## src/rtl/axis_loop_buf.sv

```systemverilog
// AXI-Stream loopback buffer: S beats are queued in a DEPTH-entry FIFO and replayed on M,
// or discarded whole-packet when drop mode is selected at a packet boundary.
module axis_loop_buf #(
    parameter int DATA_W = 32,
    parameter int DEPTH  = 16,
    parameter int ID_W   = 1,
    parameter int DEST_W = 1
) (
    input  logic                     aclk_0,
    input  logic                     areset_0,
    input  logic [DATA_W-1:0]        S_AXIS_0_tdata,
    input  logic [DATA_W/8-1:0]      S_AXIS_0_tstrb,
    input  logic [ID_W-1:0]          S_AXIS_0_tid,
    input  logic [DEST_W-1:0]        S_AXIS_0_tdest,
    input  logic                     S_AXIS_0_tlast,
    input  logic                     S_AXIS_0_tvalid,
    output logic                     S_AXIS_0_tready,
    output logic [DATA_W-1:0]        M_AXIS_0_tdata,
    output logic [DATA_W/8-1:0]      M_AXIS_0_tstrb,
    output logic [ID_W-1:0]          M_AXIS_0_tid,
    output logic [DEST_W-1:0]        M_AXIS_0_tdest,
    output logic                     M_AXIS_0_tlast,
    output logic                     M_AXIS_0_tvalid,
    input  logic                     M_AXIS_0_tready,
    input  logic                     drop_en,
    output logic [$clog2(DEPTH):0]   occupancy,
    output logic [31:0]              pkt_cnt,
    output logic [31:0]              drop_cnt
);

    localparam int AW = $clog2(DEPTH);
    localparam int SW = DATA_W / 8;
    localparam int EW = DATA_W + SW + ID_W + DEST_W + 1;
    localparam logic [AW:0] FULL_LVL = (AW+1)'(DEPTH);

    logic [EW-1:0] mem [DEPTH];
    logic [EW-1:0] head;
    logic [AW-1:0] wr_ptr;
    logic [AW-1:0] rd_ptr;
    logic          in_pkt;
    logic          drop_q;
    logic          drop_eff;
    logic          full;
    logic          empty;
    logic          s_hs;
    logic          m_hs;
    logic          push;
    logic          pop;

    assign full     = (occupancy == FULL_LVL);
    assign empty    = (occupancy == '0);
    // Mode is frozen for the whole packet once its first beat has been accepted
    assign drop_eff = in_pkt ? drop_q : drop_en;

    assign S_AXIS_0_tready = !areset_0 && (drop_eff || !full);
    assign M_AXIS_0_tvalid = !areset_0 && !empty;

    assign s_hs = S_AXIS_0_tvalid && S_AXIS_0_tready;
    assign m_hs = M_AXIS_0_tvalid && M_AXIS_0_tready;
    assign push = s_hs && !drop_eff;
    assign pop  = m_hs;

    assign head = mem[rd_ptr];
    assign {M_AXIS_0_tdata, M_AXIS_0_tstrb, M_AXIS_0_tid, M_AXIS_0_tdest, M_AXIS_0_tlast} = head;

    always_ff @(posedge aclk_0) begin
        if (push) begin
            mem[wr_ptr] <= {S_AXIS_0_tdata, S_AXIS_0_tstrb, S_AXIS_0_tid,
                            S_AXIS_0_tdest, S_AXIS_0_tlast};
        end
    end

    always_ff @(posedge aclk_0) begin
        if (areset_0) begin
            wr_ptr    <= '0;
            rd_ptr    <= '0;
            occupancy <= '0;
            in_pkt    <= 1'b0;
            drop_q    <= 1'b0;
            pkt_cnt   <= '0;
            drop_cnt  <= '0;
        end else begin
            if (push) begin
                wr_ptr <= wr_ptr + AW'(1);
            end
            if (pop) begin
                rd_ptr <= rd_ptr + AW'(1);
            end
            case ({push, pop})
                2'b10:   occupancy <= occupancy + (AW+1)'(1);
                2'b01:   occupancy <= occupancy - (AW+1)'(1);
                default: occupancy <= occupancy;
            endcase
            if (s_hs) begin
                in_pkt <= !S_AXIS_0_tlast;
            end
            if (!in_pkt) begin
                drop_q <= drop_en;
            end
            if (pop && M_AXIS_0_tlast) begin
                pkt_cnt <= pkt_cnt + 32'd1;
            end
            if (s_hs && drop_eff && S_AXIS_0_tlast) begin
                drop_cnt <= drop_cnt + 32'd1;
            end
        end
    end

endmodule

```

## config.mk

```make
export PLATFORM = sky130hd
export DESIGN_NAME = axis_loop_buf
export DESIGN_NICKNAME = d
export VERILOG_FILES = /design/src/rtl/axis_loop_buf.sv
export SDC_FILE = /design/constraint.sdc
export NUM_CORES = 1
export LEC_CHECK = 0
export CAP_MARGIN = 20
export CORE_ASPECT_RATIO = 0.6
export CORE_MARGIN = 2
export CORE_UTILIZATION = 43
export DETAILED_ROUTE_END_ITERATION = 12
export HOLD_SLACK_MARGIN = 0.1
export PLACE_DENSITY = 0.73
export SETUP_SLACK_MARGIN = 0.05
export SLEW_MARGIN = 20
export SYNTH_ARGS = -nofsm -noshare
export SYNTH_HDL_FRONTEND = slang
export SYNTH_SLANG_ARGS = --single-unit
```

## constraint.sdc

```tcl
create_clock -name aclk_0 -period 16.7 [get_ports aclk_0]
set_clock_uncertainty 0.05 [all_clocks]
set_input_delay 3.34 -clock aclk_0 [delete_from_list [all_inputs] [get_ports aclk_0]]
set_output_delay 3.34 -clock aclk_0 [all_outputs]
set_load 0.02 [all_outputs]
```

==> flow_summary.json, run 1 <==
{
  "yosysTopAreaCell": "edfxtp_1",
  "vias": 13948,
  "synth_area_leaders": "edfxtp_1 (67%), mux4_2 (15%), dfxtp_1 (5.9%)",
  "async_reset_ff_share_pct": 0,
  "outcome": "complete, no violations",
  "synth_flop_cell": "edfxtp_1",
  "drc": 0,
  "clkPwrFrac_pct": 41.5,
  "setup_viol_count_final": 0,
  "cts_resized": 0,
  "synth-seq-area-share_pct": 73.0,
  "grt_pass1_vias": 14304,
  "drtAntennaViolNets": 0,
  "slowest_stage": "clkdlybuf4s50_1",
  "path_class": "in2out",
  "netSwitchingPower_uw": 735,
  "slowest_delay_ps": 570,
  "busiest_layer": "met2",
  "ios": 154,
  "core_area_sq_um": 64300,
  "start_util_pct": 43.4,
  "power_density_nw_per_um2": 110,
  "worst_slew_pin_slew_ps": 1100,
  "grt_use_met3_pct": 3.40,
  "path_clk_slew_ps": 60,
  "syn_inst": 1398,
  "start_kind": "input port",
  "chipWidth_microns": 333,
  "hold_viol_final": 0,
  "crit_family": "buffers and inverters",
  "end_kind": "primary output",
  "viasPerCell": 5.64,
  "synth-edff-count": 624,
  "root_buffer": "clkbuf_16",
  "routed_wl_microns": 59700,
  "drt-initial-drc-count": 1528,
  "slew_viol_final": 0,
  "yosysTopAreaCellShare_pct": 67.1,
  "met1_usage_pct": 25.9,
  "crit_required_ps": 13310,
  "drv_cap": 0,
  "grt-ovfl-total": 0,
  "post_cts_buffers": 0,
  "p_int_uw": 2850,
  "ctsLongestPathBuffers": 3,
  "grt_pass1_wl_microns": 90200,
  "grt.total_usage_pct": 18.0,
  "dp_hpwl_microns": 32600,
  "die_h_microns": 201,
  "cts_tree": "yes",
  "p_sw_share_pct": 20.5,
  "yosysWarnings": 0,
  "drive_above_1_share_pct": 23.8,
  "clk_latency_ps": 600,
  "syn_nets": 1453,
  "hold_buffers": 0,
  "clock-sinks": 707,
  "min_path_type": "reg2reg",
  "synth_seq_cells": 707,
  "rsz0062_at_grt": "false",
  "crit_path_max_fanout": 7,
  "p_comb_share_pct": 4.5,
  "slew_headroom_pct": 26.4,
  "netlist_area_sq_um": 27900,
  "rows": 72,
  "area_growth_pct": 16.7,
  "final.min_clock_period_ps": 8240,
  "crit_chain": "clkdlybuf4s50_1 > mux2i_1 > a31oi_1 > clkdlybuf4s50_1",
  "htreeDepth": 3,
  "synth.avg_cell_area_sq_um": 20.0,
  "fin_setup_tns_ps": 0,
  "vdd_ir_drop_max_v": 0.0000693,
  "antenna_found_initial": 3,
  "numCtsBuffers": 66,
  "min_period_over_period_pct": 49.3,
  "max_freq_mhz": 121,
  "power.total_uw": 3590,
  "pwr-share-seq_pct": 54.0,
  "drt_first_pass_iters": 5,
  "wl_per_cell_microns": 24.1,
  "die-area_sq_um": 67100,
  "path_buf_inv": 2,
  "gp_congestion": 0.797,
  "cpMostUsedCell": "clkdlybuf4s50_1",
  "io_buffers": 153,
  "leakage_uw": 0.0100,
  "met2_usage_pct": 28.6,
  "grt_max_degree": 102,
  "nets": 1630,
  "yosysUniqueCellTypes": 54,
  "cp_data_arrival_time_ps": 4850
}
[power by group through the flow]
stage	combinational [uW]	clock (uW)	sequential (uW)
2_1_floorplan	103	0	1970
3_3_place_gp	158	0	1970
3_5_place_dp	163	0	1970
4_1_cts	164	1520	1940
5_1_grt	174	1590	1940
6_report	161	1490	1940
[worst min-delay path, delay by kind of cell (launching register included)]
| kind | cells | cell delay (ps) |
|---|---|---|
| simple gates | 1 | 100 |
| flops | 1 | 320 |
| xor+xnor | 1 | 70 |
[layer usage]
metal / vias to the layer above / share of wire (%)
met3: 81 / 5.6
met2: 402 / 49
met4: 4 / 1.6
met1: 7417 / 44
li1: 6044 / -
met5: - / 0.037
[layout by cell type (no fill, tap or decap), types with 10 or more instances in the layout]
master / count
a211oi_1: 10
a21oi_1: 19
a21oi_2: 10
and3_1: 11
buf_4: 30
clkbuf_1: 13
clkbuf_16: 68
clkdlybuf4s50_1: 152
dfxtp_1: 79
edfxtp_1: 624
ha_1: 11
inv_1: 11
mux2_2: 21
mux2_4: 10
mux2i_1: 11
mux4_2: 190
nand2_1: 27
nand3_1: 33
nand4_1: 24
nor2_1: 81
nor2_4: 12
nor2b_1: 32
xor2_1: 28
[sequential cells by signal, summed over array words and instances (netlist names), named ones only]
register   count
drop_cnt      32
drop_q         1
in_pkt         1
mem          624
occupancy      5
pkt_cnt       32
rd_ptr         4
wr_ptr         4
[per-stage QoR]
step / setup WS, ps / hold slack (ps) / utilization (%) / instances / cell area [sq um]
finish: 8460 / 477 / 50.7 / 2475 / 32600
global route: 8320 / 509 / 50.7 / 2475 / 32600
CTS: 8470 / 480 / 50.6 / 2473 / 32600
detailed placement: 8480 / 469 / 47.3 / 2357 / 30500
global placement: 8470 / 446 / 47.3 / 2357 / 30500
floorplan: 8800 / 435 / - / 1398 / 27900
[cell type report]
class | instances | area [sq um]
Sequential cell | 707 | 20400
Inverter | 11 | 41.3
Clock inverter | 35 | 364
Timing Repair Buffer | 184 | 1790
Multi-Input combinational cell | 605 | 7180
Fill cell | 5045 | 31700
Antenna cell | 1 | 2.50
Tap cell | 851 | 1060
Clock buffer | 81 | 1750
[logic make-up (layout without fill, tap and decap cells)]
family          after synthesis  count (layout)  share of synthesized area (%)
compound gates               64              64                           1.70
simple gates                260             260                           4.81
xor+xnor                     35              35                           1.10
fa+ha+maj                    11              11                          0.493
buf+inv                      86             311                           1.65
other cells                   0               1                              0
mux                         235             235                           17.2
flops                       707             707                           73.0
[Yosys cell counts (2+ instances only)]
cell / number
clkbuf_1: 30
nand4_1: 24
mux2_4: 10
buf_2: 20
nand2_1: 27
xnor2_1: 7
nand3_1: 33
and4_1: 4
nand2b_1: 8
o21ai_0: 9
and3_1: 11
and4b_1: 2
mux2i_1: 11
nor2b_1: 32
inv_1: 11
mux2_2: 21
nor4_1: 3
mux2_1: 3
a21oi_1: 19
or3_1: 2
a2111oi_4: 2
buf_1: 10
edfxtp_1: 624
a31oi_1: 2
nor2_1: 93
nand3b_1: 2
ha_1: 11
a21o_1: 2
buf_4: 2
a211oi_1: 10
nor3_1: 11
xor2_1: 28
or3b_2: 2
mux4_2: 190
a21oi_2: 10
buf_6: 12
dfxtp_1: 83
[worst paths after layout]
path	slack, ps	cells after the start	to	from
worst min-delay path	480	2	flop	rd_ptr[3]$_SDFFE_PP0P_
worst min register to register	480	2	flop	rd_ptr[3]$_SDFFE_PP0P_
worst max-delay path	8460	4	S_AXIS_0_tready	drop_en
worst max register to register	12900	6	pkt_cnt[31]$_SDFFE_PP0P_	flop
No activity file was read; power rests on OpenSTA's default activity.
==> run 2: changes to the inputs <==
- clock period: 16.7 -> 7.68 ns (I/O delays scaled with it)
==> flow_summary.json, run 2 (synthesis gave the netlist of run 1 again) <==
{
  "routed_wl_microns": 60200,
  "drt_first_pass_iters": 7,
  "antenna_found_initial": 2,
  "setup_viol_count_final": 0,
  "cp_data_arrival_time_ps": 3450,
  "reg2reg_setup_slack_ps": 4110,
  "power.total_uw": 7500,
  "fillCellCount": 5106,
  "cts_tree": "yes",
  "layout.cells.most_common_list": "edfxtp_1 (624), mux4_2 (190), clkdlybuf4s50_1 (152)",
  "numCtsBuffers": 61,
  "register_area_sq_um": 20400,
  "drt-initial-drc-count": 1304,
  "start_kind": "flop",
  "final_common_cell": "edfxtp_1",
  "final.min_clock_period_ps": 5040,
  "crit_required_ps": 6090,
  "worst_slew_pin_slew_ps": 1110,
  "end_kind": "primary output",
  "multi_input_area_sq_um": 7180,
  "top_regs": "mem x624, drop_cnt x32, pkt_cnt x32",
  "min_period_over_period_pct": 65.6,
  "rows": 72,
  "die_h_microns": 201,
  "grt-ovfl-total": 0,
  "hold_buffers": 0,
  "outcome": "complete, no violations",
  "area_growth_pct": 16.2,
  "ctsLongestPathBuffers": 3,
  "vdd_ir_drop_max_v": 0.000150,
  "r2r_end": "mem[4][7]$_DFFE_PP_",
  "slew_viol_final": 0,
  "htreeDepth": 2,
  "top_register": "mem",
  "path_class": "reg2out",
  "hold_viol_final": 0,
  "drtAntennaViolNets": 0,
  "drive_above_1_share_pct": 23.9,
  "power_density_nw_per_um2": 231,
  "dp_hpwl_microns": 35000,
  "min_path_type": "reg2reg",
  "grt_pass1_wl_microns": 91300,
  "path_clk_slew_ps": 70,
  "rr_worst_depth": 5,
  "drv_cap": 0,
  "chipWidth_microns": 333,
  "viasPerCell": 5.65,
  "root_buffer": "clkbuf_16",
  "grt_pass1_vias": 14385,
  "ios": 154,
  "max_freq_mhz": 198,
  "crit_path_max_fanout": 40,
  "clk_latency_ps": 640,
  "grt.total_usage_pct": 18.0,
  "r2r-start": "in_pkt$_SDFFE_PP0N_",
  "rsz0062_at_grt": "false",
  "grt_max_degree": 158,
  "post_cts_buffers": 0,
  "start_util_pct": 43.4,
  "setup.worst_path.end": "M_AXIS_0_tdata[20]",
  "io_buffers": 153,
  "clock-sinks": 707,
  "wl_per_cell_microns": 24.4,
  "nets": 1624,
  "cts_resized": 0,
  "largest_reg_flops": 624,
  "fin_setup_tns_ps": 0,
  "vias": 13965,
  "drc": 0,
  "leakage_uw": 0.00992,
  "gp_congestion": 0.780,
  "slew_headroom_pct": 25.5,
  "die-area_sq_um": 67100,
  "core_area_sq_um": 64300
}
[run 2: metal layers]
| metal | share of wire, % | routed length (microns) | GRT usage (%) | vias to the layer above |
|---|---|---|---|---|
| li1 | - | - | - | 6030 |
| met1 | 45 | 27100 | 26.9 | 7402 |
| met2 | 46 | 27900 | 27.0 | 445 |
| met3 | 6.2 | 3730 | 3.45 | 88 |
| met4 | 2.4 | 1420 | 5.27 | 0 |
| met5 | 0 | 0 | 0 | - |
[run 2: worst min path at each step]
stage	to	slack (ps)	startpoint	depth (start not counted)
detailed placement	drop_cnt[1]$_SDFFE_PP0P_	470	drop_cnt[1]$_SDFFE_PP0P_	2
CTS	drop_cnt[1]$_SDFFE_PP0P_	480	drop_cnt[1]$_SDFFE_PP0P_	2
global placement	flop	450	rd_ptr[1]$_SDFFE_PP0P_	2
floorplan	flop	430	rd_ptr[3]$_SDFFE_PP0P_	2
global route	drop_cnt[1]$_SDFFE_PP0P_	520	drop_cnt[1]$_SDFFE_PP0P_	2
finish	flop	480	rd_ptr[1]$_SDFFE_PP0P_	2
[run 2: area by class of cell]
| class | instances | area share (%) |
|---|---|---|
| inverters | 11 | 0.127 |
| multi-input cells | 605 | 22.1 |
| flip-flops and latches | 707 | 62.9 |
| clock inverters | 39 | 0.910 |
| clock buffers | 73 | 4.94 |
| repair buffers | 183 | 5.71 |
| well taps | 851 | 3.28 |
| diodes | 2 | 0.0154 |
[run 2: stage by stage]
stage                     util (%)  std cells  cell area [sq um]  hold slack (ps)  worst slack (ps)
after floorplan                  -       1398              27900              435              1910
after global placement        47.3       2353              30400              447              2620
after detailed placement      47.3       2353              30400              467              2540
after CTS                     50.3       2465              32300              478              2510
after global routing          50.5       2471              32500              516              2410
final                         50.5       2471              32500              481              2640
[run 2: power by group]
| part | total (uW) | switching (uW) | internal, uW |
|---|---|---|---|
| clock network | 2930 | 1360 | 1560 |
| registers | 4200 | 10.2 | 4190 |
| logic | 369 | 201 | 168 |
| total | 7500 | 1580 | 5920 |
[run 2: critical path, stage by stage (launching register included)]
cell	delay, ps
dfxtp_4	420
buf_4	650
mux4_2	640
mux4_2	510
clkdlybuf4s50_1	550
